[config.mk]
export PLATFORM = sky130hd
export DESIGN_NAME = channel_sweep_ctrl_flat
export DESIGN_NICKNAME = d
export VERILOG_FILES = /design/src/rtl/channel_sweep_ctrl_if.sv /design/src/rtl/channel_sweep_ctrl.sv /design/src/flat_wrapper.sv
export SDC_FILE = /design/constraint.sdc
export NUM_CORES = 1
export LEC_CHECK = 0
export BUFFER_PORTS_ARGS = -buffer_cell sky130_fd_sc_hd__buf_2
export CAP_MARGIN = 20
export CORE_ASPECT_RATIO = 0.6
export CORE_MARGIN = 5
export CORE_UTILIZATION = 39
export CTS_CLUSTER_SIZE = 28
export DETAILED_ROUTE_END_ITERATION = 10
export HOLD_SLACK_MARGIN = 0.02
export SKIP_CTS_REPAIR_TIMING = 1
export SLEW_MARGIN = 20
export SYNTH_ARGS = -nofsm -noshare
export SYNTH_HDL_FRONTEND = slang
export SYNTH_SLANG_ARGS = --single-unit
export TNS_END_PERCENT = 20
[constraint.sdc]
create_clock -name clk -period 3.05 [get_ports clk]
set_input_delay 0.61 -clock clk [delete_from_list [all_inputs] [get_ports clk]]
set_output_delay 0.61 -clock clk [all_outputs]
set_load 0.1 [all_outputs]
[src/rtl/channel_sweep_ctrl_if.sv]
// -----------------------------------------------------------------------------
// channel_sweep_ctrl_if
//   Bundles the sweep controller's request/configuration inputs and its
//   channel-control / measurement-attribution outputs.
//
//   master : requester side (drives start/abort/config, samples status)
//   slave  : controller side (channel_sweep_ctrl)
//
//   sym_clk_ena  one-cycle symbol strobe
//   start/abort  sweep request / termination
//   gain_mask    gains included in the sweep (bit g -> gain_set g)
//   noise_steps  run each gain twice (awgn off, then on)
//   settle_syms  symbols to wait after each configuration change
//   meas_syms    symbols per measurement window (0 treated as 1)
//   gain_set, awgn_en        channel configuration
//   meas_en, step_done       measurement window / end-of-step pulse
//   step_idx, busy, done     sweep status
// -----------------------------------------------------------------------------
interface channel_sweep_ctrl_if #(
    parameter int CNT_W    = 16,
    parameter int SETTLE_W = 8
);
    logic                sym_clk_ena;
    logic                start;
    logic                abort;
    logic [3:0]          gain_mask;
    logic                noise_steps;
    logic [SETTLE_W-1:0] settle_syms;
    logic [CNT_W-1:0]    meas_syms;

    logic [1:0]          gain_set;
    logic                awgn_en;
    logic                meas_en;
    logic                step_done;
    logic [2:0]          step_idx;
    logic                busy;
    logic                done;

    modport master (
        output sym_clk_ena, start, abort, gain_mask, noise_steps,
               settle_syms, meas_syms,
        input  gain_set, awgn_en, meas_en, step_done, step_idx, busy, done
    );

    modport slave (
        input  sym_clk_ena, start, abort, gain_mask, noise_steps,
               settle_syms, meas_syms,
        output gain_set, awgn_en, meas_en, step_done, step_idx, busy, done
    );
endinterface

[src/rtl/channel_sweep_ctrl.sv]
// -----------------------------------------------------------------------------
// channel_sweep_ctrl
//   Steps the channel model through the enabled gains (ascending), optionally
//   running each with AWGN off then on. After every configuration change it
//   waits settle_syms symbol strobes, then opens a measurement window of
//   max(meas_syms,1) strobes and pulses step_done when the window closes.
//
//   clk    system clock
//   reset  synchronous, active-high
//   sweep  channel_sweep_ctrl_if slave modport (config in, status out)
// -----------------------------------------------------------------------------
module channel_sweep_ctrl #(
    parameter int CNT_W    = 16,
    parameter int SETTLE_W = 8
) (
    input  logic                 clk,
    input  logic                 reset,
    channel_sweep_ctrl_if.slave  sweep
);
    typedef enum logic [1:0] {
        ST_IDLE,
        ST_SETTLE,
        ST_MEASURE,
        ST_DONE
    } state_t;

    state_t              r_state;

    // Configuration captured when start is accepted
    logic [3:0]          r_mask;
    logic                r_noise;
    logic [SETTLE_W-1:0] r_settle;
    logic [CNT_W-1:0]    r_meas;

    logic [SETTLE_W-1:0] r_scnt;
    logic [CNT_W-1:0]    r_mcnt;

    logic [1:0]          r_gain;
    logic                r_awgn;
    logic                r_meas_en;
    logic                r_step_done;
    logic [2:0]          r_step_idx;
    logic                r_busy;
    logic                r_done;

    logic                w_first_found;
    logic [1:0]          w_first_gain;
    logic                w_above_found;
    logic [1:0]          w_above_gain;
    logic                w_noise_next;
    logic                w_has_next;
    logic [1:0]          w_next_gain;
    logic [CNT_W-1:0]    w_meas_n;

    // Lowest enabled gain of the live mask (first step) and lowest latched
    // gain strictly above the current one (next gain).
    always_comb begin
        w_first_found = 1'b0;
        w_first_gain  = '0;
        w_above_found = 1'b0;
        w_above_gain  = '0;
        for (int unsigned i = 0; i < 4; i++) begin
            if (sweep.gain_mask[i] && !w_first_found) begin
                w_first_found = 1'b1;
                w_first_gain  = 2'(i);
            end
            if (r_mask[i] && (2'(i) > r_gain) && !w_above_found) begin
                w_above_found = 1'b1;
                w_above_gain  = 2'(i);
            end
        end
    end

    assign w_noise_next = r_noise && !r_awgn;
    assign w_has_next   = w_noise_next || w_above_found;
    assign w_next_gain  = w_noise_next ? r_gain : w_above_gain;
    assign w_meas_n     = (sweep.meas_syms == '0) ? CNT_W'(1) : sweep.meas_syms;

    always_ff @(posedge clk) begin
        if (reset || sweep.abort) begin
            r_state     <= ST_IDLE;
            r_mask      <= '0;
            r_noise     <= 1'b0;
            r_settle    <= '0;
            r_meas      <= '0;
            r_scnt      <= '0;
            r_mcnt      <= '0;
            r_gain      <= '0;
            r_awgn      <= 1'b0;
            r_meas_en   <= 1'b0;
            r_step_done <= 1'b0;
            r_step_idx  <= '0;
            r_busy      <= 1'b0;
            r_done      <= 1'b0;
        end else begin
            r_step_done <= 1'b0;
            unique case (r_state)
                ST_IDLE, ST_DONE: begin
                    if (sweep.start) begin
                        r_mask   <= sweep.gain_mask;
                        r_noise  <= sweep.noise_steps;
                        r_settle <= sweep.settle_syms;
                        r_meas   <= w_meas_n;
                        r_scnt   <= '0;
                        r_mcnt   <= '0;
                        if (!w_first_found) begin
                            r_state <= ST_DONE;
                            r_done  <= 1'b1;
                        end else begin
                            r_gain     <= w_first_gain;
                            r_awgn     <= 1'b0;
                            r_step_idx <= '0;
                            r_busy     <= 1'b1;
                            r_done     <= 1'b0;
                            r_meas_en  <= 1'b0;
                            r_state    <= (sweep.settle_syms == '0) ? ST_MEASURE : ST_SETTLE;
                        end
                    end
                end
                ST_SETTLE: begin
                    if (sweep.sym_clk_ena) begin
                        if (r_scnt == r_settle - SETTLE_W'(1)) begin
                            r_state   <= ST_MEASURE;
                            r_meas_en <= 1'b1;
                            r_mcnt    <= '0;
                        end else begin
                            r_scnt <= r_scnt + SETTLE_W'(1);
                        end
                    end
                end
                ST_MEASURE: begin
                    if (!r_meas_en) begin
                        // Entered directly without settling: open the window
                        // one cycle after entry so every counted strobe is
                        // seen with meas_en=1 downstream.
                        r_meas_en <= 1'b1;
                    end else if (sweep.sym_clk_ena) begin
                        if (r_mcnt == r_meas - CNT_W'(1)) begin
                            r_step_done <= 1'b1;
                            r_meas_en   <= 1'b0;
                            r_mcnt      <= '0;
                            r_scnt      <= '0;
                            if (w_has_next) begin
                                r_gain     <= w_next_gain;
                                r_awgn     <= w_noise_next;
                                r_step_idx <= r_step_idx + 3'd1;
                                r_state    <= (r_settle == '0) ? ST_MEASURE : ST_SETTLE;
                            end else begin
                                r_state <= ST_DONE;
                                r_busy  <= 1'b0;
                                r_done  <= 1'b1;
                            end
                        end else begin
                            r_mcnt <= r_mcnt + CNT_W'(1);
                        end
                    end
                end
                default: r_state <= ST_IDLE;
            endcase
        end
    end

    assign sweep.gain_set  = r_gain;
    assign sweep.awgn_en   = r_awgn;
    assign sweep.meas_en   = r_meas_en;
    assign sweep.step_done = r_step_done;
    assign sweep.step_idx  = r_step_idx;
    assign sweep.busy      = r_busy;
    assign sweep.done      = r_done;
endmodule

[src/flat_wrapper.sv]
// flat-port wrapper written by rule: the top's interface ports become plain ports
module channel_sweep_ctrl_flat 
#(
    parameter int CNT_W    = 16,
    parameter int SETTLE_W = 8
)
  (clk, reset, sweep_sym_clk_ena, sweep_start, sweep_abort, sweep_gain_mask, sweep_noise_steps, sweep_settle_syms, sweep_meas_syms, sweep_gain_set, sweep_awgn_en, sweep_meas_en, sweep_step_done, sweep_step_idx, sweep_busy, sweep_done);
  channel_sweep_ctrl_if #(.CNT_W(CNT_W), .SETTLE_W(SETTLE_W)) sweep_i ();
  input  logic clk;
  input  logic reset;
  input wire logic [$bits(sweep_i.sym_clk_ena)-1:0] sweep_sym_clk_ena;
  input wire logic [$bits(sweep_i.start)-1:0] sweep_start;
  input wire logic [$bits(sweep_i.abort)-1:0] sweep_abort;
  input wire logic [$bits(sweep_i.gain_mask)-1:0] sweep_gain_mask;
  input wire logic [$bits(sweep_i.noise_steps)-1:0] sweep_noise_steps;
  input wire logic [$bits(sweep_i.settle_syms)-1:0] sweep_settle_syms;
  input wire logic [$bits(sweep_i.meas_syms)-1:0] sweep_meas_syms;
  output wire logic [$bits(sweep_i.gain_set)-1:0] sweep_gain_set;
  output wire logic [$bits(sweep_i.awgn_en)-1:0] sweep_awgn_en;
  output wire logic [$bits(sweep_i.meas_en)-1:0] sweep_meas_en;
  output wire logic [$bits(sweep_i.step_done)-1:0] sweep_step_done;
  output wire logic [$bits(sweep_i.step_idx)-1:0] sweep_step_idx;
  output wire logic [$bits(sweep_i.busy)-1:0] sweep_busy;
  output wire logic [$bits(sweep_i.done)-1:0] sweep_done;
  assign sweep_i.sym_clk_ena = sweep_sym_clk_ena;
  assign sweep_i.start = sweep_start;
  assign sweep_i.abort = sweep_abort;
  assign sweep_i.gain_mask = sweep_gain_mask;
  assign sweep_i.noise_steps = sweep_noise_steps;
  assign sweep_i.settle_syms = sweep_settle_syms;
  assign sweep_i.meas_syms = sweep_meas_syms;
  assign sweep_gain_set = sweep_i.gain_set;
  assign sweep_awgn_en = sweep_i.awgn_en;
  assign sweep_meas_en = sweep_i.meas_en;
  assign sweep_step_done = sweep_i.step_done;
  assign sweep_step_idx = sweep_i.step_idx;
  assign sweep_busy = sweep_i.busy;
  assign sweep_done = sweep_i.done;
  channel_sweep_ctrl #(.CNT_W(CNT_W), .SETTLE_W(SETTLE_W)) u_core (.clk(clk), .reset(reset), .sweep(sweep_i));
endmodule
==> metrics.txt <==
status completed; ys async rst share 0%; post-route cell area 4631 um^2; CP endpoint kind flip-flop; antenna cell count 0; dpl cell area 4299 um^2; internal power 0.001577 W; largest net degree at the start of global routing 40; Static Leak approximately 1.7 nW; Worst slew margin about two fifths; DRC 0; Worst EP required approximately 3.3 ns; Setup Viol. Count Final 0; Seq. cell area 1281 um^2; peak supply drop 293.4 uV; nets ~600; Sw Share 28.46%; CP max FO 5; Period minus WS final 2.923 ns; sequential fraction of the synthesis area 33.43%; Synth Instances 502; TritonCTS clock tree done; max-slew violation count 0; Post-synth EDFFs 0; gr ovfl total 0; Yosys cell types 58; Avg Cell Area, Syn ~7.6 um^2; Finished Core Util 47.55%; starting density of the core 39.35%; clk slew on worst S/H paths 0.05 ns; ratio of cells with drive above 1 in the final layout 18.26%; maximum clock insertion buffer count 2; Hold Vio Cnt, Final 0; Slew @ Worst Pin about 0.89 ns; post-route ant nets 0; Peak Freq 342.1 MHz; via count roughly 3800; logic gate share of total power 18.5%; Die H 86.79 um; mapped cell area 3832 um^2; H-tree Lvls 3; clock tree skew after final layout 0.006042 ns; HPWL after detailed placement 8157 um; P per Cell Area 475.9 nW/um^2; Global Route Usage Sum 18.88%; Max-cap violations 0; Die X 138.0 um; vias in the first global route 3396; most common cell after layout, fill and taps aside nand2_1; Ports 44; crit share post-route 95.84%; WL final 11000 um; GPL Wtd Cong approximately 0.87; first-pass GRT wire length 17490 um; Root Buffer clkbuf_16; syn nets 543; Area Growth Syn to Fin 20.83%; Fill cells 998; post-DR wirelength/cell 15.73 um; Syn. warnings 0; Critical Path AT 3.19 ns; commonest non-fill, non-tap cells in the layout nand2_1, dfxtp_1, a21oi_1; worst hold path class flip-flop to flip-flop; power share of the clock group between 40% and 50%; Psw 0.0006271 W; Port Buf Inserts 43; final worst setup slack about 0.13 ns; TritonRoute pass-1 iters 5; clock latency on the worst-skew pair 0.34 ns; Core Area 9739 um^2; initial antenna violation count 0; vias per cell 5.494; sequential power share around two fifths; clock sink total 64; die footprint 11970 um^2; area of the multi-input gates 2444 um^2; CTS Buf Count 9; Place WS -0.02219 ns; crit path kind flip-flop to flip-flop; DRT iter0 DRCs roughly 240; Synth Register Bits 64; Main synth FF type dfxtp_1; Row Count 28; Worst setup SP type flip-flop
power by group through the flow:
stage	logic [W]	registers, W	clock network, W
floorplan	0.000256	0.000905	0
global placement	0.000385	0.000891	0
detailed placement	0.000390	0.000891	0
CTS	0.000392	0.000874	0.000942
global route	0.000447	0.000878	0.000973
finish	0.000407	0.000876	0.000920
final timing paths:
check	slack [ns]	endpoint	startpoint	cells past startpoint
worst min-delay path	0.47	u_core.r_mask[1]	u_core.r_mask[1]	2
worst max register to register	0.13	u_core.r_scnt[7]	u_core.r_meas[0]	9
worst min register to register	0.47	u_core.r_mask[1]	u_core.r_mask[1]	2
worst max-delay path	0.13	u_core.r_scnt[7]	u_core.r_meas[0]	9
worst max-delay path, cell delays in order (launching register included):
cell	delay, ns
dfxtp_1	0.32
buf_4	0.15
nor3_4	0.26
nand2_1	0.14
xor2_2	0.19
or4_4	0.53
or3_4	0.39
o22a_4	0.22
or4b_1	0.50
a21oi_1	0.15
cells in the mapped netlist, types with 8 or more instances:
library cell | n | area share, %
xnor2_1 | 36 | 8.2
nor3_1 | 13 | 1.7
nor4_1 | 18 | 2.9
nand3_1 | 22 | 2.9
a21oi_1 | 50 | 6.5
or3_1 | 8 | 1.3
o21ai_0 | 15 | 2.0
or4_1 | 12 | 2.4
nand2_1 | 82 | 8.0
clkbuf_1 | 16 | 1.6
dfxtp_1 | 64 | 33
xor2_1 | 14 | 3.2
inv_1 | 19 | 1.9
nor2_1 | 39 | 3.8
area by class of cell:
type / count / share of cell area, %
inverters: 19 / 1.540
repair buffers: 69 / 8.862
flip-flops and latches: 64 / 27.67
well taps: 135 / 3.648
clock buffers: 13 / 5.404
multi-input cells: 398 / 52.77
clock inverters: 1 / 0.1081
layer usage:
metal  global-route usage [%]  wire [um]
met5                        0          0
met4                    4.933        135
met3                    4.930        836
met2                    24.29       4124
met1                    30.15       5901
sequential cells by signal (all words and copies together), names as in the netlist:
name / count
u_core.r_mcnt: 16
u_core.r_meas: 16
u_core.r_scnt: 8
u_core.r_settle: 8
u_core.r_mask: 3
u_core.sweep.step_idx: 3
u_core.r_state: 2
u_core.sweep.gain_set: 2
u_core.r_noise: 1
u_core.sweep.awgn_en: 1
u_core.sweep.busy: 1
u_core.sweep.done: 1
u_core.sweep.meas_en: 1
u_core.sweep.step_done: 1
per-stage QoR:
stage          hold WS (ns)  instances  total power, W  setup TNS, ns
2_1_floorplan        0.4368        502        0.001161              0
3_3_place_gp         0.4583        684        0.001276              0
3_5_place_dp         0.4657        684        0.001281       -0.05525
4_1_cts              0.4728        698        0.002208       -0.06940
5_1_grt              0.5013        699        0.002299        -0.1143
6_report             0.4718        699        0.002204              0
cell families after synthesis:
family,share of synthesized area (%)
adders and majority gates,2.285
buffers and inverters,4.799
DFF,33.43
muxes,0.7836
AOI/OAI and AO/OA,17.37
xor gates and xnor gates,11.85
and+or+nand+nor,29.48
(Power assumes the default switching activity.)
